## src/rtl/register_bank_pkg.sv

```systemverilog
// Shared definitions for the register_bank storage register: default
// parameter values, the control-pair type used by RTL and benches, and a parity helper.
package register_bank_pkg;

  localparam int          DEFAULT_WIDTH     = 8;
  localparam logic [63:0] DEFAULT_RST_VALUE = '0;

  // rst is active-low; wr_en is active-high.
  typedef struct packed {
    logic rst;
    logic wr_en;
  } ctrl_t;

  // Zero-extension to 64 bits does not change the XOR reduction.
  function automatic logic even_parity(input logic [63:0] v);
    return ^v;
  endfunction

endpackage

```

## src/rtl/register_bank_cell.sv

```systemverilog
// One storage bit of register_bank: active-low synchronous reset dominates,
// then write enable, otherwise hold.
module register_bank_cell (
  input  logic clk,
  input  logic rst,
  input  logic wr_en,
  input  logic d,
  input  logic rst_val,
  output logic q
);

  logic q_d;
  logic q_q;

  // Ternary form keeps an X on wr_en visible on q instead of silently holding.
  always_comb begin
    q_d = !rst ? rst_val : (wr_en ? d : q_q);
  end

  always_ff @(posedge clk) begin
    q_q <= q_d;
  end

  assign q = q_q;

endmodule

```

## src/rtl/register_bank.sv

```systemverilog
// WIDTH-bit register with write enable and synchronous active-low clear.
// Defining REGISTER_BANK_PARITY_EN adds a registered even-parity output.
module register_bank
  import register_bank_pkg::*;
#(
  parameter int               WIDTH     = DEFAULT_WIDTH,
  parameter logic [WIDTH-1:0] RST_VALUE = DEFAULT_RST_VALUE[WIDTH-1:0]
) (
  input  logic             clk,
  input  logic             rst,
  input  logic             wr_en,
  input  logic [WIDTH-1:0] in,
  output logic [WIDTH-1:0] out
`ifdef REGISTER_BANK_PARITY_EN
  ,
  output logic             parity
`endif
);

  ctrl_t ctrl;

  assign ctrl = '{rst: rst, wr_en: wr_en};

  for (genvar i = 0; i < WIDTH; i++) begin : g_cell
    register_bank_cell u_cell (
      .clk     (clk),
      .rst     (ctrl.rst),
      .wr_en   (ctrl.wr_en),
      .d       (in[i]),
      .rst_val (RST_VALUE[i]),
      .q       (out[i])
    );
  end

`ifdef REGISTER_BANK_PARITY_EN
  logic parity_d;
  logic parity_q;

  // Computed from the incoming data so the bit lands on the same edge as out.
  always_comb begin
    parity_d = !ctrl.rst ? even_parity(64'(RST_VALUE))
             : (ctrl.wr_en ? even_parity(64'(in)) : parity_q);
  end

  always_ff @(posedge clk) begin
    parity_q <= parity_d;
  end

  assign parity = parity_q;
`endif

endmodule

```

## config.mk

```make
export PLATFORM = sky130hd
export DESIGN_NAME = register_bank
export DESIGN_NICKNAME = d
export VERILOG_FILES = /design/src/rtl/register_bank_pkg.sv /design/src/rtl/register_bank_cell.sv /design/src/rtl/register_bank.sv
export SDC_FILE = /design/constraint.sdc
export NUM_CORES = 1
export LEC_CHECK = 0
export BUFFER_PORTS_ARGS = -buffer_cell sky130_fd_sc_hd__buf_2
export CORE_AREA = 2 2 39 41
export CTS_CLUSTER_DIAMETER = 50
export DETAILED_ROUTE_END_ITERATION = 7
export DIE_AREA = 0 0 41 43
export PLACE_DENSITY = 0.62
export SYNTH_ARGS = -nofsm -noshare
export SYNTH_HDL_FRONTEND = slang
export SYNTH_SLANG_ARGS = --single-unit
```

## constraint.sdc

```tcl
create_clock -name clk -period 0.8 [get_ports clk]
set_input_delay 0.16 -clock clk [delete_from_list [all_inputs] [get_ports clk]]
set_output_delay 0.16 -clock clk [all_outputs]
set_load 0.02 [all_outputs]
```

==> qor.json <==
{
  "outcome": {
    "run_status": "finished with violations",
    "failed_checks": "setup timing"
  },
  "worst_setup_path": {
    "critical_path.slowest_cell": "sky130_fd_sc_hd__dfxtp_2",
    "critical_path.cell_chain": "buf_6",
    "start_kind": "flop",
    "critical_path_data_arrival_time_ns": 0.69,
    "worst-path-buf-inv": 1,
    "endpoint_kind": "output port",
    "criticalPathCategory": "reg2out",
    "timing.critical_path.required_ns": 0.64,
    "path_max_fanout": 2,
    "critical-path-top-delay-family": "flip-flops",
    "crit_path_max_incr_delay_ns": 0.33
  },
  "synth": {
    "ys_seq_elements": 8,
    "synth_nets": 44,
    "post-synth-top-area-cell": "sky130_fd_sc_hd__dfxtp_1",
    "ys_types": 5,
    "postSynthAreaPerCell_sq_um": 11.0,
    "area_fraction_of_the_dominant_cell_type_after_synthesis_pct": 44.3,
    "synth_seq_area_share_pct": 44.3,
    "netlist_top_cells_area": "sky130_fd_sc_hd__dfxtp_1 44%, sky130_fd_sc_hd__mux2i_1 22%, sky130_fd_sc_hd__buf_4 17%",
    "synth_cells": 33,
    "yosysWarnings": 0,
    "syn-cell-area_sq_um": 362
  },
  "timing": {
    "setup_slack_ns": -0.0466,
    "timing.clock.skew_ns": 0,
    "max_freq_mhz": 1180,
    "setup_viol": 8,
    "finalMaxSlewViolations": 0,
    "hold_viol": 0,
    "fin_worst_hold_slack_ns": 0.179,
    "final.period_utilization_pct": 106,
    "rsz0062_at_grt": "yes",
    "final_period_minus_worst_setup_slack_ns": 0.847,
    "timing_worst_slew_pin_value_ns": 0.236,
    "slew-limit-headroom_pct": 84.3
  },
  "place": {
    "place_congestion": 0.524,
    "numPortBuffers": 18,
    "dp_slack_ns": 0.00917,
    "placement.cell_area_sq_um": 400
  },
  "finish": {
    "mostFrequentLayoutCell": "sky130_fd_sc_hd__buf_2",
    "drive_above_1_share_pct": 64.4,
    "flow.area_growth_from_synthesis_pct": 33.6,
    "mostFrequentLayoutCells": "10 x sky130_fd_sc_hd__buf_2, 8 x sky130_fd_sc_hd__mux2i_1, 8 x sky130_fd_sc_hd__nor2b_1, 8 x sky130_fd_sc_hd__dfxtp_2, 8 x sky130_fd_sc_hd__buf_6",
    "finish.utilization_pct": 34.9,
    "largest_register_ff_count": 8,
    "final_area_sq_um": 483,
    "n_antenna_cell": 0,
    "layout.filler_cells": 155,
    "final_net_count": 58
  },
  "global_route": {
    "globalRouteOverflowTotal": 0,
    "track_usage_pct": 7.04,
    "first_pass_grt_wire_length_um": 759,
    "grt_max_degree": 9,
    "grt_antenna_before_repair": 0,
    "first_global_vias": 194
  },
  "pwr": {
    "power.share.switching_pct": 22.6,
    "power_per_cell_area_nw_per_um2": 1840,
    "comb_power_share_pct": 17.7,
    "power_frac_clock_pct": 32.3,
    "switchingPower_mw": 0.201,
    "power_leakage_nw": 0.232,
    "fin_total_pwr_mw": 0.888,
    "seqPwrFrac_pct": 50.0,
    "internal_power_contribution_mw": 0.687,
    "vdd.ir_drop.worst_uv": 644
  },
  "clock_tree": {
    "cts.sinks": 8,
    "cts_tree": "built",
    "cts_hold_buffers": 0,
    "cts.path.max_buffers": 2,
    "h-tree-depth": 1,
    "clkLatencyLatePin_ns": 0.24,
    "numCtsBuffers": 3,
    "clkSlewWorstSetupHoldPaths_ns": 0.05,
    "cts_root_buf": "sky130_fd_sc_hd__clkbuf_4"
  },
  "routing": {
    "drt_iter0_drc": 1,
    "ant_nets": 0,
    "drt-vias-per-instance": 3.85,
    "num_vias": 235,
    "first_pass_iters": 2,
    "avgRoutedWirePerCell_um": 9.26,
    "total_wire_length_after_detailed_routing_um": 565,
    "detailed_route_drc_error_count": 0
  },
  "floorplanning": {
    "area_inside_the_core_boundary_sq_um": 1380,
    "floorplan.die.height_um": 43,
    "die_area_sq_um": 1760,
    "core.rowCount": 14,
    "io_pins": 19,
    "start_util_pct": 26.1,
    "dieWidth_um": 41
  },
  "job": {
    "drv.max_cap_violation_count": 0
  },
  "min_path": {
    "hp-class": "in2reg"
  }
}
[final cells by class]
cell class | count | area (sq um) | share of cell area [%]
Tap cell | 16 | 20.0 | 4.15
Sequential cell | 8 | 170 | 35.2
Clock buffer | 3 | 22.5 | 4.66
Multi-Input combinational cell | 16 | 130 | 26.9
Timing Repair Buffer | 18 | 140 | 29.0
[stage by stage]
step / cells / setup TNS [ns]
detailed placement: 58 / 0
CTS: 61 / -0.444
floorplan: 33 / 0
global placement: 58 / 0
finish: 61 / -0.332
global route: 61 / -0.572
[worst min-delay path, delay by kind of cell]
kind          cells  cell delay (ns)
buf+inv           1             0.07
mux               1             0.05
simple gates      1             0.09
[synthesized netlist by cell type]
cell type and instances:
sky130_fd_sc_hd__mux2i_1 8, sky130_fd_sc_hd__nor2b_1 8, sky130_fd_sc_hd__dfxtp_1 8, sky130_fd_sc_hd__buf_4 8, sky130_fd_sc_hd__buf_6 1
[power groups by stage]
| stage | registers, mW | logic [mW] | clock network (mW) |
|---|---|---|---|
| 2_1_floorplan | 0.440 | 0.116 | 0 |
| 3_5_place_dp | 0.441 | 0.132 | 0 |
| 3_3_place_gp | 0.441 | 0.131 | 0 |
| 4_1_cts | 0.443 | 0.159 | 0.311 |
| 6_report | 0.444 | 0.157 | 0.287 |
| 5_1_grt | 0.444 | 0.171 | 0.334 |
[kinds of logic (layout without fill, tap and decap cells)]
group | after synthesis | after routing | share of synthesized area (%)
AND/OR/NAND/NOR | 8 | 8 | 13.8
buffers and inverters | 9 | 21 | 19.7
multiplexers | 8 | 8 | 22.1
flip-flops | 8 | 8 | 44.3
[metal layers]
layer	routed length, um	global-route usage, %
met1	250	8.09
met2	239	8.13
met3	75	3.66
met4	0	8.00
met5	0	0
[final timing paths]
| kind | slack, ns | endpoint | cells after the start | startpoint |
|---|---|---|---|---|
| max | -0.05 | out[0] | 1 | g_cell[0].u_cell.q |
| min | 0.18 | g_cell[5].u_cell.q | 3 | in[5] |
| min reg2reg | 0.52 | g_cell[3].u_cell.q | 2 | g_cell[3].u_cell.q |
| max reg2reg | 0.19 | g_cell[2].u_cell.q | 2 | g_cell[2].u_cell.q |
[timing repair]
action,CTS,global route
buffers inserted,0,0
gates resized for setup,24,0
endpoints found under the setup margin,8,8
Power figures use the tool's default switching activity.
